--- config.mk ---
export PLATFORM = sky130hd
export DESIGN_NAME = brain_steer_decoder_flat
export DESIGN_NICKNAME = d
export VERILOG_FILES = /design/src/rtl/brain_steer_if.sv /design/src/rtl/brain_steer_decoder.sv /design/src/flat_wrapper.sv
export SDC_FILE = /design/constraint.sdc
export NUM_CORES = 1
export LEC_CHECK = 0
export CAP_MARGIN = 5
export CORE_MARGIN = 1
export CORE_UTILIZATION = 45
export DETAILED_ROUTE_END_ITERATION = 7
export GPL_TIMING_DRIVEN = 0
export PLACE_DENSITY = 0.67
export SYNTH_ARGS = -nofsm -noshare
export SYNTH_HDL_FRONTEND = slang
export SYNTH_SLANG_ARGS = --single-unit
--- constraint.sdc ---
create_clock -name clk -period 5.6 [get_ports clk]
set_input_delay 1.68 -clock clk [delete_from_list [all_inputs] [get_ports clk]]
set_output_delay 1.68 -clock clk [all_outputs]
set_load 0.01 [all_outputs]
--- src/rtl/brain_steer_if.sv ---
// Bus between the brain-data receiver / front panel and the steering decoder.
// The master drives the packet bytes and buttons, the slave returns turn pulses and debug state.
interface brain_steer_if #(parameter int DW = 8);
    logic          sample_valid;
    logic [DW-1:0] signal_data;
    logic [DW-1:0] attention_data;
    logic [DW-1:0] meditation_data;
    logic          man_control;
    logic          left_bt;
    logic          right_bt;
    logic          turn_left;
    logic          turn_right;
    logic          brain_active;
    logic [1:0]    fsm_state;

    modport master (
        output sample_valid, signal_data, attention_data, meditation_data,
               man_control, left_bt, right_bt,
        input  turn_left, turn_right, brain_active, fsm_state
    );
    modport slave (
        input  sample_valid, signal_data, attention_data, meditation_data,
               man_control, left_bt, right_bt,
        output turn_left, turn_right, brain_active, fsm_state
    );
endinterface

--- src/rtl/brain_steer_decoder.sv ---
// Turns brain packets (quality/attention/meditation) or debounced buttons into
// single-cycle left/right turn pulses, with N-sample voting and post-turn cooldown.
module brain_steer_decoder #(
    parameter int DW       = 8,
    parameter int ATT_TH   = 60,
    parameter int MED_TH   = 60,
    parameter int SIG_MAX  = 50,
    parameter int HOLD     = 3,
    parameter int COOLDOWN = 4,
    parameter int DB_CYC   = 500000
) (
    input  logic         clk,
    input  logic         rst,
    brain_steer_if.slave bus
);
    typedef enum logic [1:0] {S_IDLE = 2'd0, S_TRACK = 2'd1, S_COOL = 2'd2} state_t;
    typedef enum logic [1:0] {V_NONE = 2'd0, V_LEFT = 2'd1, V_RIGHT = 2'd2} vote_t;

    localparam int RW  = $clog2(HOLD + 1);
    localparam int CDW = (COOLDOWN > 0) ? $clog2(COOLDOWN + 1) : 1;
    localparam int DBW = $clog2(DB_CYC + 1);
    localparam logic [RW-1:0]  RUN_MAX = RW'(HOLD);
    localparam logic [CDW-1:0] CD_INIT = CDW'(COOLDOWN);
    localparam logic [DBW-1:0] DB_LAST = DBW'(DB_CYC - 1);
    localparam logic [DW-1:0]  SIG_LIM = DW'(SIG_MAX);
    localparam logic [DW-1:0]  ATT_LIM = DW'(ATT_TH);
    localparam logic [DW-1:0]  MED_LIM = DW'(MED_TH);

    logic                r_man_s1, r_man_s2, r_man_d, r_chg_d;
    logic [1:0]          r_bt_s1, r_bt_s2, r_stab, r_stab_d;
    logic [1:0][DBW-1:0] r_db_cnt;
    state_t              r_state;
    vote_t               r_vote;
    logic [RW-1:0]       r_run;
    logic [CDW-1:0]      r_cool;
    logic                r_turn_l, r_turn_r, r_active;

    logic          w_mode_chg, w_good, w_fire;
    logic [1:0]    w_rise;
    vote_t         w_cls, w_vote_nxt;
    logic [RW-1:0] w_run_nxt;

    assign w_mode_chg = r_man_s2 ^ r_man_d;
    assign w_rise     = r_stab & ~r_stab_d;
    assign w_good     = bus.signal_data <= SIG_LIM;

    // Index 0 is the left button, 1 the right; debouncers run in both modes.
    always_ff @(posedge clk) begin
        if (rst) begin
            r_bt_s1  <= '0;
            r_bt_s2  <= '0;
            r_stab   <= '0;
            r_stab_d <= '0;
            r_db_cnt <= '0;
        end else begin
            r_bt_s1  <= {bus.right_bt, bus.left_bt};
            r_bt_s2  <= r_bt_s1;
            r_stab_d <= r_stab;
            for (int b = 0; b < 2; b++) begin
                if (r_bt_s2[b] == r_stab[b]) begin
                    r_db_cnt[b] <= '0;
                end else if (r_db_cnt[b] == DB_LAST) begin
                    r_db_cnt[b] <= '0;
                    r_stab[b]   <= r_bt_s2[b];
                end else begin
                    r_db_cnt[b] <= r_db_cnt[b] + 1'b1;
                end
            end
        end
    end

    always_comb begin
        w_cls = V_NONE;
        if (bus.attention_data >= ATT_LIM && bus.meditation_data < MED_LIM)
            w_cls = V_LEFT;
        else if (bus.meditation_data >= MED_LIM && bus.attention_data < ATT_LIM)
            w_cls = V_RIGHT;
    end

    // NONE breaks the run but keeps the stored vote; a new direction restarts at 1.
    always_comb begin
        w_vote_nxt = r_vote;
        w_run_nxt  = r_run;
        w_fire     = 1'b0;
        if (w_cls == V_NONE) begin
            w_run_nxt = '0;
        end else if (w_cls == r_vote) begin
            w_run_nxt = (r_run == RUN_MAX) ? r_run : r_run + 1'b1;
        end else begin
            w_vote_nxt = w_cls;
            w_run_nxt  = RW'(1);
        end
        if (w_cls != V_NONE && w_run_nxt == RUN_MAX)
            w_fire = 1'b1;
    end

    always_ff @(posedge clk) begin
        if (rst) begin
            r_man_s1 <= 1'b0;
            r_man_s2 <= 1'b0;
            r_man_d  <= 1'b0;
            r_chg_d  <= 1'b0;
            r_state  <= S_IDLE;
            r_vote   <= V_NONE;
            r_run    <= '0;
            r_cool   <= '0;
            r_turn_l <= 1'b0;
            r_turn_r <= 1'b0;
            r_active <= 1'b0;
        end else begin
            r_man_s1 <= bus.man_control;
            r_man_s2 <= r_man_s1;
            r_man_d  <= r_man_s2;
            r_chg_d  <= w_mode_chg;
            r_turn_l <= 1'b0;
            r_turn_r <= 1'b0;
            if (w_mode_chg || r_man_s2) begin
                r_state  <= S_IDLE;
                r_vote   <= V_NONE;
                r_run    <= '0;
                r_cool   <= '0;
                r_active <= 1'b0;
                if (r_man_s2 && !w_mode_chg && !r_chg_d) begin
                    r_turn_l <= w_rise[0] & ~w_rise[1];
                    r_turn_r <= w_rise[1] & ~w_rise[0];
                end
            end else if (bus.sample_valid) begin
                if (!w_good) begin
                    r_state  <= S_IDLE;
                    r_vote   <= V_NONE;
                    r_run    <= '0;
                    r_cool   <= '0;
                    r_active <= 1'b0;
                end else begin
                    r_active <= 1'b1;
                    if (r_state == S_COOL) begin
                        // The sample that empties the cooldown is consumed, not classified.
                        if (r_cool <= CDW'(1)) begin
                            r_cool  <= '0;
                            r_state <= S_TRACK;
                        end else begin
                            r_cool <= r_cool - 1'b1;
                        end
                    end else begin
                        r_state <= S_TRACK;
                        if (w_fire) begin
                            r_run    <= '0;
                            r_vote   <= V_NONE;
                            r_turn_l <= (w_vote_nxt == V_LEFT) && !r_chg_d;
                            r_turn_r <= (w_vote_nxt == V_RIGHT) && !r_chg_d;
                            if (COOLDOWN > 0) begin
                                r_state <= S_COOL;
                                r_cool  <= CD_INIT;
                            end
                        end else begin
                            r_run  <= w_run_nxt;
                            r_vote <= w_vote_nxt;
                        end
                    end
                end
            end
        end
    end

    assign bus.turn_left    = r_turn_l;
    assign bus.turn_right   = r_turn_r;
    assign bus.brain_active = r_active;
    assign bus.fsm_state    = r_state;
endmodule

--- src/flat_wrapper.sv ---
// flat-port wrapper written by rule: the top's interface ports become plain ports
module brain_steer_decoder_flat 
#(
    parameter int DW       = 8,
    parameter int ATT_TH   = 60,
    parameter int MED_TH   = 60,
    parameter int SIG_MAX  = 50,
    parameter int HOLD     = 3,
    parameter int COOLDOWN = 4,
    parameter int DB_CYC   = 500000
)
  (clk, rst, bus_sample_valid, bus_signal_data, bus_attention_data, bus_meditation_data, bus_man_control, bus_left_bt, bus_right_bt, bus_turn_left, bus_turn_right, bus_brain_active, bus_fsm_state);
  brain_steer_if #(.DW(DW)) bus_i ();
  input  logic clk;
  input  logic rst;
  input wire logic [$bits(bus_i.sample_valid)-1:0] bus_sample_valid;
  input wire logic [$bits(bus_i.signal_data)-1:0] bus_signal_data;
  input wire logic [$bits(bus_i.attention_data)-1:0] bus_attention_data;
  input wire logic [$bits(bus_i.meditation_data)-1:0] bus_meditation_data;
  input wire logic [$bits(bus_i.man_control)-1:0] bus_man_control;
  input wire logic [$bits(bus_i.left_bt)-1:0] bus_left_bt;
  input wire logic [$bits(bus_i.right_bt)-1:0] bus_right_bt;
  output wire logic [$bits(bus_i.turn_left)-1:0] bus_turn_left;
  output wire logic [$bits(bus_i.turn_right)-1:0] bus_turn_right;
  output wire logic [$bits(bus_i.brain_active)-1:0] bus_brain_active;
  output wire logic [$bits(bus_i.fsm_state)-1:0] bus_fsm_state;
  assign bus_i.sample_valid = bus_sample_valid;
  assign bus_i.signal_data = bus_signal_data;
  assign bus_i.attention_data = bus_attention_data;
  assign bus_i.meditation_data = bus_meditation_data;
  assign bus_i.man_control = bus_man_control;
  assign bus_i.left_bt = bus_left_bt;
  assign bus_i.right_bt = bus_right_bt;
  assign bus_turn_left = bus_i.turn_left;
  assign bus_turn_right = bus_i.turn_right;
  assign bus_brain_active = bus_i.brain_active;
  assign bus_fsm_state = bus_i.fsm_state;
  brain_steer_decoder #(.DW(DW), .ATT_TH(ATT_TH), .MED_TH(MED_TH), .SIG_MAX(SIG_MAX), .HOLD(HOLD), .COOLDOWN(COOLDOWN), .DB_CYC(DB_CYC)) u_core (.clk(clk), .rst(rst), .bus(bus_i));
endmodule
# Word level (Yosys, flattened, before mapping)
# Index checks and enable logic that the tools add are counted.
[totals]
register_bits = 62
inputBits = 30
out_inout_bits = 5
wordCells = 105
[classes]
addsub = 4
order_cmp = 6
eq_ne = 13
mux = 35
n_bitwise = 9
n_reduce_logical = 20
[ops]
columns = ["op", "count"]
rows = [
  ["adder 19 x 1 -> 19 bit (second input constant)", 2],
  ["== test 19 bit (second input constant)", 2],
  ["two-way mux 2 bit", 17],
  ["greater-or-equal comparator 8 x 6 -> 1 bit (second input constant)", 2],
  ["< comparator 8 x 6 -> 1 bit (second input constant)", 2],
  ["two-way mux 1 bit", 14],
  ["two-way mux 3 bit", 4],
  ["AND reduction 2 bit", 5],
  ["== test 2 bit (second input constant)", 4],
  ["<= comparator 8 x 6 -> 1 bit (second input constant)", 1],
  ["logical AND 1 bit", 7],
  ["inequality test 3 bit (second input constant)", 2],
  ["OR reduction 3 bit", 2],
  ["inverter 1 bit", 4],
  ["<= comparator 3 x 1 -> 1 bit (second input constant)", 1],
  ["subtractor 3 x 1 -> 3 bit (second input constant)", 1],
  ["adder 2 x 1 -> 2 bit (second input constant)", 1],
  ["bitwise AND 1 bit", 2],
  ["bitwise AND 2 bit", 1],
  ["== test 1 bit", 2],
  ["== test 2 x 1 -> 1 bit (second input constant)", 1],
  ["== test 2 bit", 1],
  ["logical NOT 1 bit", 2],
  ["logical NOT 2 bit", 1],
  ["6 further kinds", 6],
]

# Longest topological paths before layout
[depth]
depth_word = 15
mapped_depth = 8
depth_no_buf = 7

# Worst setup path before layout
# Ideal clock, no wire load.
[synth_timing]
path_kind = "input-to-reg"
start = "input bus_meditation_data[3]"
end = "register u_core.r_cool[2]"
setup_ns = 0.070
arrival_time_ns = 2.995
required_time_ns = 5.530
slack_ns = 2.535
path_stages = 5
path_buffers = 0
path_cell_list = "and4_1 > o311ai_0 > o22ai_1 > o22ai_1 > o2bb2ai_1"
[synth_via]
elab_chain_cells = 12
word_cells_on_any_way = 16
classes_between = "order compare (2); eq/ne (3); mux (5); reduce/logical (6)"
[synth_lines]
columns = ["element", "line", "source"]
rows = [
  ["start: declaration", "flat_wrapper.sv:19", "input wire logic [$bits(bus_i.meditation_data)-1:0] bus_meditation_data;"],
  ["greater-or-equal comparator 8 x 6 -> 1 bit", "brain_steer_decoder.sv:76", "else if (bus.meditation_data >= MED_LIM && bus.attention_data < ATT_LIM)"],
  ["logical AND 1 bit", "brain_steer_decoder.sv:76", ""],
  ["two-way mux 2 bit", "brain_steer_decoder.sv:76", ""],
  ["two-way mux 2 bit (*)", "brain_steer_decoder.sv:74", "if (bus.attention_data >= ATT_LIM && bus.meditation_data < MED_LIM)"],
  ["== test 2 bit", "brain_steer_decoder.sv:87", "end else if (w_cls == r_vote) begin"],
  ["two-way mux 2 bit", "brain_steer_decoder.sv:87", ""],
  ["two-way mux 2 bit", "brain_steer_decoder.sv:85", "if (w_cls == V_NONE) begin"],
  ["== test 2 bit", "brain_steer_decoder.sv:93", "if (w_cls != V_NONE && w_run_nxt == RUN_MAX)"],
  ["logical AND 1 bit (*)", "brain_steer_decoder.sv:93", ""],
  ["two-way mux 1 bit (*)", "brain_steer_decoder.sv:93", ""],
  ["inequality test 3 bit (no source line) (*)", "n/a", ""],
  ["AND reduction 2 bit (no source line) (*)", "n/a", ""],
  ["end signal: assignment", "brain_steer_decoder.sv:142", "r_cool <= r_cool - 1'b1;"],
  ["end: declaration", "brain_steer_decoder.sv:35", "logic [CDW-1:0] r_cool;"],
]
# Every way passes the cells marked *; elsewhere a longest branch is shown, timed or not.
# A chain may end at the register's enable or synchronous reset.

# Final worst setup path
# Same ends and word-level chain as after synthesis.

==> metrics <==
outcome=completed; clk sink count=62; Ys Warns=0; Max rail drop VDD=0.000192 V; Clock Latency Late Sink=0.34 ns; syn nets=345; unrepaired setup endpoints after global routing=false; #FFs+latches synth=62; via count=2,221; most used cell, CP=o22ai_1; Die ar.=0.00646 mm^2; crit-path cells=clkdlybuf4s50_1 > and4_1 > o311ai_0 > o22ai_1 > o22ai_1 > o2bb2ai_1; num ports=35; slew at the pin closest to its max-slew limit=0.928 ns; Die Span X=80.4 um; DR vias/cell=5.17; Die Height=80.4 um; Worst slew margin=37.4%; Placer Congestion=0.810; Pwr per Cell Area=272 mW/mm^2; # setup viols final=0; clk_skew=0.00894 ns; reg-to-reg setup timing slack=3.58 ns; Worst path slowest cell=o311ai_0; DRT Pass-1 Iters=4; Inserted Diodes=0; crit-path max FO=6; PnR worst setup slack=2.03 ns; total CTS buffers=9; antenna violations before repair=0; Hold Path Depth=1; Leak=1.14 nW; Area Growth Syn to Fin=22.1%; Critical R2R Launch=u_core.r_db_cnt[0]; setup TNS=0 ns; commonest non-fill, non-tap cell in the layout=dfxtp_1; largest net degree at the start of global routing=11; Hold Slack=0.433 ns; CP bufs+invs=1; number of global-route vias before repair=1,946; Crit path max-delay family=compound AO/OA/AOI/OAI gates; CTS root buffer=clkbuf_8; Syn Inst Count=309; CP required=5.88 ns; PortBufs=30; WL per Instance=11.9 um; clock slew at reported path FFs=0.07 ns; commonest non-fill, non-tap cells in the layout=dfxtp_1, nor2_1, clkdlybuf4s50_1; initial core utilization=46.7%; Max Fclk=280 MHz; worst reg-to-reg path cell count=8; Post-Syn Area per Cell=8.94 um^2; Worst Setup End Kind=register; Remaining DRCs=0; Tmin final=3.57 ns; CTS tree=built; GRT Total Usage=17.4%; fraction of layout cells with a size suffix above 1=6.20%; Reg-to-Reg End=u_core.r_db_cnt[14]; Hold Startpoint=u_core.r_man_s1; hold_buf cts=0; first-pass GRT wire length=8450 um; max reg flops=38; Overall Power=0.918 mW; WP data arrival=3.85 ns; worst hold endpoint=u_core.r_man_s2; sequential area share after synthesis=44.9%; hold crit path type=reg -> reg; routed wire length=5110 um; Setup Slack @ Placement=1.72 ns; Final Hold Vio Count=0; slowest stage delay, CP=0.77 ns; critical path class=in -> reg; Largest Register=u_core.r_db_cnt; hpwl dp=3670 um; Clock Tree Buf Depth=2; Synth cell types=45; total setup buffers inserted after CTS=0; top flop regs=u_core.r_db_cnt x38, u_core.r_cool x3; total gr overflow=0; site row count=28; maxcap violations=0; cts repair resizes=0; Final Net Count=386; DRT iter0 DRCs=105; antenna violation net count after detailed routing=0; fin crit share=63.8%; H-tree depth=3; type of origin of the critical path=input pin; synthesized cell area=0.00276 mm^2; Final Slew Violations=0; CORE AREA=0.00592 mm^2
-- worst reg2reg max path, delay by kind of cell, from the launching register on --
family / cells / cell delay [ns]
fa+ha+maj: 1 / 0.24
simple gates: 5 / 0.75
buf+inv: 2 / 0.55
flops: 1 / 0.37
-- report_power, final --
part | internal (mW) | total (mW) | switching (mW)
clock | 0.262 | 0.430 | 0.168
combinational | 0.0243 | 0.0418 | 0.0176
sequential | 0.445 | 0.446 | 0.00169
-- worst max path at each step --
stage | to | from | depth (start not counted) | slack [ns]
detailed placement | u_core.r_cool[1] | bus_meditation_data[3] | 6 | 1.72
global placement | u_core.r_cool[1] | bus_meditation_data[3] | 6 | 1.79
finish | u_core.r_cool[2] | bus_meditation_data[3] | 6 | 2.03
CTS | u_core.r_cool[2] | bus_meditation_data[3] | 6 | 2.07
global route | u_core.r_cool[1] | bus_meditation_data[3] | 6 | 1.86
floorplan | u_core.r_cool[2] | bus_meditation_data[3] | 5 | 2.54
-- kinds of logic after synthesis --
family	after synthesis	share of synthesized area, %
XOR/XNOR	36	11.4
multiplexers	2	0.725
AO/OA/AOI/OAI	37	9.47
adder cells (fa/ha/maj)	6	2.72
flip-flops	62	44.9
AND/OR/NAND/NOR	149	27.7
buffers and inverters	17	3.08
-- cells in the mapped netlist (all sizes together) --
library cell | number | area share, %
o21ai | 9 | 1.6
dfxtp | 62 | 45
nand2b | 9 | 2.0
nand4 | 12 | 2.7
o31a | 1 | 0.32
o2bb2ai | 4 | 1.3
a21o | 1 | 0.27
inv | 10 | 1.4
or4 | 2 | 0.54
nand2 | 18 | 2.4
a21oi | 7 | 1.3
xor2 | 22 | 7.0
nor4 | 2 | 0.45
and3 | 8 | 1.8
buf | 4 | 1.3
a211o | 1 | 0.32
mux2i | 2 | 0.72
o22a | 1 | 0.32
a211oi | 1 | 0.45
nor3b | 2 | 0.54
a32o | 1 | 0.36
a2111o | 1 | 0.41
and4b | 1 | 0.36
xnor2 | 14 | 4.4
o211ai | 1 | 0.45
clkbuf | 3 | 0.41
nand3 | 13 | 2.4
or3 | 6 | 1.4
nor2 | 51 | 6.9
nor4b | 3 | 0.95
nor3 | 6 | 1.1
o311ai | 1 | 0.32
nand4bb | 1 | 0.41
a21boi | 2 | 0.54
ha | 6 | 2.7
nor2b | 10 | 2.3
o22ai | 2 | 0.45
or2 | 2 | 0.45
o21ba | 1 | 0.36
and4 | 3 | 0.95
o21a | 1 | 0.27
a31oi | 2 | 0.45
-- final cells by class --
class / count / area [um^2]
fillers: 537 / 2550
multi-input cells: 230 / 1440
well taps: 75 / 93.8
inverters: 10 / 37.5
flip-flops and latches: 62 / 1240
repair buffers: 30 / 300
clock buffers: 12 / 145
clock inverters: 4 / 70.1
plain buffers: 7 / 47.5
-- per-layer routing --
metal / track usage (%) / vias to the layer above / share of wire, % / routed length (um)
met1: 23.3 / 1026 / 52 / 2680
met4: 10.7 / 0 / 2.4 / 122
li1: - / 1153 / - / -
met2: 25.3 / 32 / 42 / 2140
met3: 3.86 / 10 / 3.4 / 174
met5: 0 / - / 0 / 0
-- through the flow --
stage                     cells  cell area (um^2)  utilization (%)
after floorplan             309              2760                -
after global placement      414              3160             53.3
after detailed placement    414              3160             53.3
after CTS                   430              3370             57.0
after global routing        430              3370             57.0
final                       430              3370             57.0
No activity file was read; power rests on OpenSTA's default activity.
